[src/rtl/shiftright_sticky_division.sv]
// shiftright_sticky_division: multi-cycle right-shift denormalizer for the divider mantissa.
// Applies one binary shift stage per clock and collects guard, round and sticky bits.
module shiftright_sticky_division #(
    parameter int WIDTH = 24,
    parameter int SHW   = 5
) (
    input  logic             clk,
    input  logic             rst,
    input  logic             in_valid,
    output logic             in_ready,
    input  logic [WIDTH-1:0] in,
    input  logic [SHW-1:0]   nshiftright,
    output logic             out_valid,
    input  logic             out_ready,
    output logic [WIDTH-1:0] out,
    output logic             guard,
    output logic             round,
    output logic             sticky
);
    localparam int EW = WIDTH + 2;
    localparam int CW = $clog2(SHW);

    typedef enum logic [1:0] {IDLE, SHIFT, DONE} state_t;

    state_t           state_q, state_d;
    logic [EW-1:0]    ext_q, ext_d, ext_sh;
    logic [SHW-1:0]   amt_q, amt_d, sh;
    logic [CW-1:0]    stage_q, stage_d, k;
    logic             acc_q, acc_d, lost;
    logic [WIDTH-1:0] out_q, out_d;
    logic             guard_q, guard_d, round_q, round_d, sticky_q, sticky_d;
    logic             out_valid_q, out_valid_d;

    // Stages run from the largest power of two down to 1; a clear amount bit is a pass-through.
    assign k      = CW'(SHW - 1) - stage_q;
    assign sh     = amt_q[k] ? SHW'(1) << k : '0;
    assign ext_sh = ext_q >> sh;
    assign lost   = |(ext_q & ~({EW{1'b1}} << sh));

    always_comb begin
        state_d     = state_q;
        ext_d       = ext_q;
        amt_d       = amt_q;
        stage_d     = stage_q;
        acc_d       = acc_q;
        out_d       = out_q;
        guard_d     = guard_q;
        round_d     = round_q;
        sticky_d    = sticky_q;
        out_valid_d = out_valid_q;
        case (state_q)
            IDLE: if (in_valid) begin
                state_d = SHIFT;
                ext_d   = {in, 2'b00};
                amt_d   = nshiftright;
                acc_d   = 1'b0;
                stage_d = '0;
            end
            SHIFT: begin
                ext_d   = ext_sh;
                acc_d   = acc_q | lost;
                stage_d = stage_q + CW'(1);
                if (stage_q == CW'(SHW - 1)) begin
                    state_d     = DONE;
                    out_d       = ext_sh[EW-1:2];
                    guard_d     = ext_sh[1];
                    round_d     = ext_sh[0];
                    sticky_d    = acc_q | lost;
                    out_valid_d = 1'b1;
                end
            end
            DONE: if (out_ready) begin
                state_d     = IDLE;
                out_valid_d = 1'b0;
            end
            default: state_d = IDLE;
        endcase
    end

    always_ff @(posedge clk or posedge rst) begin
        if (rst) begin
            state_q     <= IDLE;
            ext_q       <= '0;
            amt_q       <= '0;
            stage_q     <= '0;
            acc_q       <= 1'b0;
            out_q       <= '0;
            guard_q     <= 1'b0;
            round_q     <= 1'b0;
            sticky_q    <= 1'b0;
            out_valid_q <= 1'b0;
        end else begin
            state_q     <= state_d;
            ext_q       <= ext_d;
            amt_q       <= amt_d;
            stage_q     <= stage_d;
            acc_q       <= acc_d;
            out_q       <= out_d;
            guard_q     <= guard_d;
            round_q     <= round_d;
            sticky_q    <= sticky_d;
            out_valid_q <= out_valid_d;
        end
    end

    assign in_ready  = (state_q == IDLE);
    assign out_valid = out_valid_q;
    assign out       = out_q;
    assign guard     = guard_q;
    assign round     = round_q;
    assign sticky    = sticky_q;
endmodule

[config.mk]
export PLATFORM = sky130hd
export DESIGN_NAME = shiftright_sticky_division
export DESIGN_NICKNAME = d
export VERILOG_FILES = /design/src/rtl/shiftright_sticky_division.sv
export SDC_FILE = /design/constraint.sdc
export NUM_CORES = 1
export LEC_CHECK = 0
export ABC_AREA = 1
export BUFFER_PORTS_ARGS = -buffer_cell sky130_fd_sc_hd__buf_2
export CAP_MARGIN = 40
export CORE_UTILIZATION = 35
export CTS_CLUSTER_SIZE = 40
export DETAILED_ROUTE_END_ITERATION = 10
export PLACE_DENSITY_LB_ADDON = 0.08
export RECOVER_POWER = 100
export SLEW_MARGIN = 20
export SYNTH_ARGS = -nofsm -noshare
export SYNTH_HDL_FRONTEND = slang
export SYNTH_SLANG_ARGS = --single-unit
[constraint.sdc]
create_clock -name clk -period 3 [get_ports clk]
set_input_delay 0.6 -clock clk [delete_from_list [all_inputs] [get_ports clk]]
set_output_delay 0.6 -clock clk [all_outputs]
set_load 0.02 [all_outputs]
==> impl_metrics.yaml, run 1 <==
worst_setup_path:
  worst_setup_path_end_kind: "flip-flop"
  required_ns: 3.30
  start_kind: "flip-flop"
  critPathKind: "reg2reg"
  arrival_ns: 3.11
  cp_max_fo: 20
  critPathMaxStageDelay_ns: 0.42
  path_cells: "inv_1 > ha_1 > ha_4 > nor2_1 > nand3_1 > nand2_4 > buf_4 > nand2_2 > buf_4 > nor2_2 > nand3_2 > nand3_1 > nand2_1 > nand2_1"
  slowest_stage: "dfrtp_1"
timing:
  clock.fmax_ghz: 0.356
  slew_viol_final: 66
  tns_ns: 0
  fin_crit_sh_pct: 93.7
  setup_viol: 0
  max_slew.worst_pin.slew_ns: 2.01
  skew_ns: 0.0130
  maxSlewHeadroom_pct: -34.2
  timing.final.crit_period_ns: 2.81
  hold_viol: 0
  rsz0062_at_grt: "false"
die:
  coreArea_mm2: 0.0129
  initial_core_util_pct: 36.5
  fp.dieH_um: 118
  dieArea_mm2: 0.0139
  fp.dieW_um: 118
  num_rows: 41
  pin_count: 62
pwr:
  irDropWorstVdd_mv: 0.779
  pwr-share-comb_pct: 66.8
  p_seq_share_pct: 19.9
  p_clk_share_pct: 13.3
  leakage_nw: 2.88
  p_sw_mw: 4.78
  power.density_mw_per_mm2: 1530
  cell_internal_pwr_mw: 3.65
  switching_share_pct: 56.7
  power_mw: 8.43
logic_synthesis:
  ys_warn_count: 0
  yosys_most_used_dff: "dfrtp_1"
  yosysMostFrequentCell: "nand2_1"
  synth_edf_count: 0
  avgSynthCellArea_um2: 6.65
  netlist_area_mm2: 0.00470
  synth-seq-cells: 65
  synth_top_area_cell: "dfrtp_1"
  synth_top_area_share_pct: 34.6
  async_flop_share_pct: 100
  ys_top_cells_by_area: "dfrtp_1, nand2_1, nand3_1"
  synth_cell_types: 35
  synthesis.nets: 748
  synth_common_cells: "nand2_1, nand3_1, dfrtp_1"
  yosysSeqAreaShare_pct: 34.6
  synth_cells: 707
drt:
  drc_errors: 0
  wl_per_cell_um: 20.6
  final_antenna_net_count: 0
  vias: 5174
  drt-initial-drc-count: 391
  firstDrtPassIters: 6
  routed_via_density: 5.45
  drt_wl_total_mm: 19.6
run_status:
  violations: "capacitance limit, slew limit"
  outcome: "finished, violations left"
global_routing:
  grt_pass1_vias: 5201
  grt_start_max_net_pins: 35
  gr-total-overflow: 0
  grt_pass1_wl_mm: 30.6
  grt.total_usage_pct: 29.7
  antenna_found_initial: 0
layout:
  diodes: 0
  drive_gt1_share_pct: 13.8
  stdcell_area_mm2: 0.00552
  area_growth_pct: 17.4
  layout.nets: 814
  final_cells: 950
  finish.utilization_pct: 42.9
clock_network:
  clock-sinks: 65
  cts_buffers: 9
  ctsHtreeMaxLevel: 3
  cts_resized: 0
  cts_setup_buffers: 0
  clk_latency_ns: 0.36
  holdBufCountCts: 0
  root_buffer: "clkbuf_16"
  cts_tree: "built"
  cts_buffer_depth: 2
  clk_pin_slew_ns: 0.06
place:
  place_area_mm2: 0.00529
  dp_cells: 933
  routabilityCongestion: 0.977
  port_buffers: 61
  dp_hpwl_mm: 14.9
hold_path:
  min_path_type: "in2async"
run:
  maxCapViolCount: 2
-- path summary, 6_finish.rpt --
check	start	endpoint	slack [ns]	cells past startpoint
setup / recovery	stage_q[1]	ext_q[2]	0.19	14
setup reg to reg	stage_q[1]	ext_q[2]	0.19	14
hold / removal	rst	out[16]	0.09	2
max in group asynchronous	rst	out[10]	0.82	3
hold reg to reg	out[22]	out[22]	0.48	2
min in group clk	out_ready	state_q[1]	0.46	2
-- sequential cells by signal (all words and copies together) (netlist names) --
signal     flops
acc_q          1
ext_q         26
round          1
sticky         1
amt_q          5
guard          1
out_valid      1
out           24
stage_q        3
state_q        2
-- placed cells by master (no fill, tap or decap), types with 2 or more instances in the layout --
master,n
clkinvlp_4,3
buf_2,33
nor2_2,4
buf_4,22
o21ai_1,7
nand3_1,156
a21oi_1,8
o211ai_1,11
o21bai_1,2
a31oi_1,4
clkbuf_16,9
o22ai_1,3
nand2_1,241
inv_1,61
dfrtp_1,65
buf_12,2
clkinv_1,4
ha_1,7
o21ai_0,26
clkbuf_1,32
nor2_1,35
o211ai_2,2
o21ai_2,2
nand2_2,6
nand4_1,4
nand3_2,8
inv_2,2
nand2_4,4
-- through the flow --
step / worst slack (ns) / hold WS, ns
3_5_place_dp: 0.153 / 0.461
6_report: 0.190 / 0.0859
5_1_grt: 0.0301 / 0.0817
2_1_floorplan: 0.612 / 0.449
4_1_cts: 0.143 / 0.408
3_3_place_gp: 0.211 / 0.460
-- critical path, delay by kind of cell (launching register included) --
family / cells / cell delay (ns)
simple gates: 9 / 1.21
buf+inv: 3 / 0.58
fa+ha+maj: 2 / 0.53
flops: 1 / 0.42
-- cell families after synthesis --
logic type | count (synthesis) | synth area share, %
AOI/OAI and AO/OA | 68 | 9.21
xor gates and xnor gates | 1 | 0.186
adders and majority gates | 8 | 2.13
buffers and inverters | 103 | 9.58
DFF | 65 | 34.6
muxes | 1 | 0.239
and+or+nand+nor | 461 | 44.1
-- power by group through the flow --
stage / logic (mW) / clock network, mW / registers (mW)
4_1_cts: 5.66 / 1.15 / 1.67
3_3_place_gp: 5.65 / 0 / 1.67
6_report: 5.63 / 1.12 / 1.68
2_1_floorplan: 3.62 / 0 / 1.74
5_1_grt: 6.19 / 1.18 / 1.72
3_5_place_dp: 5.65 / 0 / 1.67
-- layer usage --
metal	GRT usage (%)	vias to the layer above	wire length (um)
met2	46.8	219	8740
met1	39.0	2456	8740
met3	4.99	52	1210
met4	15.2	0	881
met5	0	-	0
li1	-	2447	-
-- area by class of cell --
| type | instances | area [um^2] |
|---|---|---|
| clock buffer | 10 | 239 |
| clock inverter | 6 | 66.3 |
| fill | 1468 | 7360 |
| inverter | 67 | 251 |
| multi-input combinational | 539 | 2610 |
| sequential | 65 | 1630 |
| tap | 172 | 215 |
| timing repair buffer | 91 | 510 |
Note: power is estimated with default switching activity, not from simulation.
==> run 2: changes to the inputs <==
==> constraint.sdc (replaced) <==
create_clock -name clk -period 3.65 [get_ports clk]
set_input_delay 0.73 -clock clk [delete_from_list [all_inputs] [get_ports clk]]
set_output_delay 0.73 -clock clk [all_outputs]
set_load 0.02 [all_outputs]
==> run 2 against run 1 <==
  * The flow still finishes with violations (capacitance limit, slew limit)
  * Critical path depth up 2
  * Design area shrank 1.8%
  * Count of clock-buffer cells in the layout grew 1
  * Clock skew decreased by 0.0060 ns
  * Critical endpoint is now acc_q
  * Sequential share of layout area is 0.55 points higher
  * Fmax down 17%
  * Register-to-register slack improved by 0.07 ns
  * Global-route usage down 1.0 points
==> impl_metrics.yaml, run 2 (same netlist as run 1, synthesis figures left out) <==
clock_network:
  holdBufCountCts: 0
  clk_pin_slew_ns: 0.05
  cts_buffer_depth: 2
  cts_setup_buffers: 0
  ctsHtreeMaxLevel: 3
  clock-sinks: 65
  cts_buffers: 9
  clk_latency_ns: 0.35
  root_buffer: "clkbuf_16"
  cts_resized: 0
  cts_tree: "built"
drt:
  routed_via_density: 5.37
  firstDrtPassIters: 6
  drt-initial-drc-count: 470
  drc_errors: 0
  vias: 5025
  final_antenna_net_count: 0
  drt_wl_total_mm: 19.2
  wl_per_cell_um: 20.5
place:
  dp_hpwl_mm: 14.7
  place_area_mm2: 0.00518
  port_buffers: 61
  routabilityCongestion: 1.00
hold_path:
  min_path_type: "reg2reg"
die:
  dieArea_mm2: 0.0139
  fp.dieH_um: 118
  fp.dieW_um: 118
  initial_core_util_pct: 36.5
  num_rows: 41
  coreArea_mm2: 0.0129
  pin_count: 62
worst_setup_path:
  path_common_cell: "nand2_1"
  required_ns: 3.88
  start_kind: "flip-flop"
  critPathKind: "reg2reg"
  path_cells: "inv_2 > ha_1 > ha_1 > nor2_1 > nand3_1 > nand2_4 > nand2_2 > inv_1 > nor2_1 > nand3_1 > nand2_1 > nand2_1 > nor2_1 > nand3_2 > nand2_1 > nand2_1"
  critPathMaxStageDelay_ns: 0.47
  slowest_stage: "dfrtp_1"
  cp_max_fo: 21
  worst_setup_path_end_kind: "flip-flop"
  arrival_ns: 3.62
  rrSetupSlack_ns: 0.26
timing:
  hold_viol: 0
  maxSlewHeadroom_pct: -21.9
  max_slew.worst_pin.slew_ns: 1.83
  setup_viol: 0
  fin_crit_sh_pct: 92.9
  slew_viol_final: 32
  tns_ns: 0
  timing.final.crit_period_ns: 3.39
  skew_ns: 0.00702
  rsz0062_at_grt: "false"
  clock.fmax_ghz: 0.295
run:
  maxCapViolCount: 1
layout:
  layout.nets: 800
  largest_register_ff_count: 26
  area_growth_pct: 15.2
  layout_common_cells: "nand2_1, nand3_1, dfrtp_1"
  nFillCells: 1467
  multi_input_area_mm2: 0.00260
  ff_latch_area_mm2: 0.00163
  stdcell_area_mm2: 0.00542
  drive_gt1_share_pct: 12.6
  final_common_cell: "nand2_1"
  diodes: 0
  top_register: "ext_q"
global_routing:
  grt_pass1_vias: 5017
  grt_start_max_net_pins: 40
  gr-total-overflow: 0
  grt_pass1_wl_mm: 29.8
  grt.total_usage_pct: 28.7
  antenna_found_initial: 0
run_status:
  outcome: "finished, violations left"
  violations: "capacitance limit, slew limit"
-- run 2: cell count changes in the layout (fill, tap and decap cells not counted), sizes merged --
cell      previous run  this run
inv                 64        63
clkbuf              43        42
bufinv               1         2
buf                 58        46
clkinvlp             3         0
clkinv               5         7
-- run 2: stage by stage --
step / instances / hold slack, ns / utilization (%) / setup slack, ns
global placement: 918 / 0.460 / 39.9 / 0.263
finish: 936 / 0.479 / 42.1 / 0.260
CTS: 936 / 0.479 / 42.7 / 0.297
floorplan: 707 / 0.449 / - / 1.26
global route: 936 / 0.503 / 42.1 / 0.0242
detailed placement: 920 / 0.464 / 40.2 / 0.308
-- run 2: worst paths after layout --
kind,startpoint,to,cells past startpoint
max,stage_q[0],acc_q,16
min,out[12],out[12],2
max reg2reg,stage_q[0],acc_q,16
min reg2reg,out[12],out[12],2
max in group asynchronous,rst,ext_q[10],4
min in group asynchronous,rst,ext_q[5],3
-- run 2: area by class of cell --
type | count | share of cell area, %
well taps | 172 | 3.97
clock buffers | 11 | 4.48
flip-flops and latches | 65 | 30.0
repair buffers | 77 | 7.39
multi-input cells | 539 | 48.0
clock inverters | 5 | 1.45
inverters | 67 | 4.64
-- run 2: critical path: cells and delay by family, from the launching register on --
| family | cells | cell delay, ns |
|---|---|---|
| fa+ha+maj | 2 | 0.71 |
| simple gates | 12 | 1.63 |
| buf+inv | 2 | 0.48 |
| flops | 1 | 0.47 |
-- run 2: per-layer routing --
layer  global-route usage, %  vias up  part of all wire, %
met5                       0        -                    0
met4                    11.5        0                  3.2
met3                    4.51       35                  6.2
met2                    47.3      200                   46
met1                    37.3     2370                   44
li1                        -     2420                    -
Power of run 2 is not shown: default switching activity piles up to over one toggle a cycle in this logic, so the estimate is an artifact.
==> run 3: changes to the inputs <==
==> constraint.sdc (replaced) <==
create_clock -name clk -period 3.65 [get_ports clk]
set_input_delay 0.1825 -clock clk [delete_from_list [all_inputs] [get_ports clk]]
set_output_delay 0.1825 -clock clk [all_outputs]
set_load 0.02 [all_outputs]
==> run 3 against run 2 <==
  * The run still ends with capacitance limit, slew limit left
  * Count of clock-buffer cells in the layout down 2
  * Die area unchanged
  * Worst setup slack worse by 0.015 ns
  * Critical path type unchanged
  * Largest cell class unchanged
==> impl_metrics.yaml, run 3 (same netlist as run 1, synthesis figures left out) <==
place:
  port_buffers: 61
  dp_hpwl_mm: 14.5
  dp_cells: 920
  routabilityCongestion: 0.932
worst_setup_path:
  rr_endpoint: "acc_q"
  required_ns: 3.89
  start_kind: "flip-flop"
  worst_setup_path_end_kind: "flip-flop"
  cp_max_fo: 21
  critPathKind: "reg2reg"
  rrSetupSlack_ns: 0.24
  arrival_ns: 3.65
  reg2reg_from: "stage_q[0]"
  reg2reg_depth: 17
die:
  fp.dieW_um: 118
  dieArea_mm2: 0.0139
  num_rows: 41
  fp.dieH_um: 118
  pin_count: 62
  initial_core_util_pct: 36.5
  coreArea_mm2: 0.0129
layout:
  layout_common_cells: "nand2_1, nand3_1, dfrtp_1"
  final_cells: 940
  area_growth_pct: 15.2
  layout.nets: 804
  diodes: 0
  top_register: "ext_q"
  largest_register_ff_count: 26
  drive_gt1_share_pct: 12.9
  final_common_cell: "nand2_1"
drt:
  drt-initial-drc-count: 430
  vias: 5055
  wl_per_cell_um: 20.5
  routed_via_density: 5.38
  firstDrtPassIters: 5
  drc_errors: 0
  drt_wl_total_mm: 19.3
  final_antenna_net_count: 0
timing:
  rsz0062_at_grt: "false"
  hold_viol: 0
  maxSlewHeadroom_pct: -16.4
  fin_crit_sh_pct: 93.3
  slew_viol_final: 29
  clock.fmax_ghz: 0.294
  max_slew.worst_pin.slew_ns: 1.75
  timing.final.crit_period_ns: 3.41
  setup_viol: 0
  tns_ns: 0
  skew_ns: 0.00740
clock_network:
  clk_pin_slew_ns: 0.06
  clock-sinks: 65
  ctsHtreeMaxLevel: 3
  cts_buffers: 9
  clk_latency_ns: 0.35
  cts_tree: "built"
  root_buffer: "clkbuf_16"
  cts_buffer_depth: 2
run:
  maxCapViolCount: 2
run_status:
  outcome: "finished, violations left"
  violations: "capacitance limit, slew limit"
hold_path:
  hold_depth: 2
  hold-path-endpoint: "state_q[1]"
  min_from: "out_ready"
  min_path_type: "in2reg"
global_routing:
  gr-total-overflow: 0
  antenna_found_initial: 0
  grt_start_max_net_pins: 40
  grt_pass1_wl_mm: 30.0
  grt.total_usage_pct: 29.1
  grt_pass1_vias: 5012
## run 3: layout make-up
class	instances	area [um^2]
fillers	1438	7460
multi-input cells	539	2610
flip-flops and latches	65	1630
repair buffers	81	435
inverters	67	255
clock buffers	9	225
well taps	172	215
clock inverters	7	53.8
## run 3: metrics by stage
step                hold WS [ns]  util [%]  setup slack, ns  area, um^2
finish                    0.0436      42.1            0.245        5420
global route              0.0527      42.1          0.00525        5420
CTS                       0.0316      42.5            0.194        5480
detailed placement         0.152      40.3            0.198        5190
global placement           0.388      39.8           0.0572        5120
floorplan                  0.291         -             1.26        4700
## run 3: how the worst max path moves through the flow
stage	slack, ns	start	to	cells after the start
2_1_floorplan	1.26	stage_q[0]	acc_q	19
3_3_place_gp	0.06	stage_q[0]	sticky	15
3_5_place_dp	0.20	stage_q[0]	sticky	16
4_1_cts	0.19	stage_q[0]	sticky	16
5_1_grt	0.005	stage_q[0]	acc_q	17
6_report	0.24	stage_q[0]	acc_q	17
## run 3: repair_timing
item	CTS	global route
endpoints found under the setup margin	0	2
buffers inserted	0	3
gates resized for setup	0	1
hold buffers	1	0
hold endpoints to repair	10	0
## run 3: critical path, stage by stage (launching register included)
cell	delay (ns)
dfrtp_1	0.46
inv_2	0.10
ha_1	0.24
ha_1	0.45
nor2_1	0.07
nand3_1	0.12
nand2_4	0.20
nand2_2	0.39
clkinvlp_4	0.16
buf_4	0.22
nor2_1	0.17
nor2_1	0.09
nor2_1	0.10
nand2_1	0.05
nor2_1	0.16
nand3_2	0.15
nand2_1	0.09
nand2_1	0.05
## run 3: routing by layer
| metal | vias up | global-route usage, % | part of all wire [%] |
|---|---|---|---|
| met5 | - | 0 | 0 |
| met4 | 0 | 12.3 | 3.4 |
| met3 | 34 | 5.57 | 6.2 |
| met2 | 213 | 45.5 | 46 |
| met1 | 2381 | 38.9 | 45 |
| li1 | 2427 | - | - |
Power of run 3 is left out for the same reason.
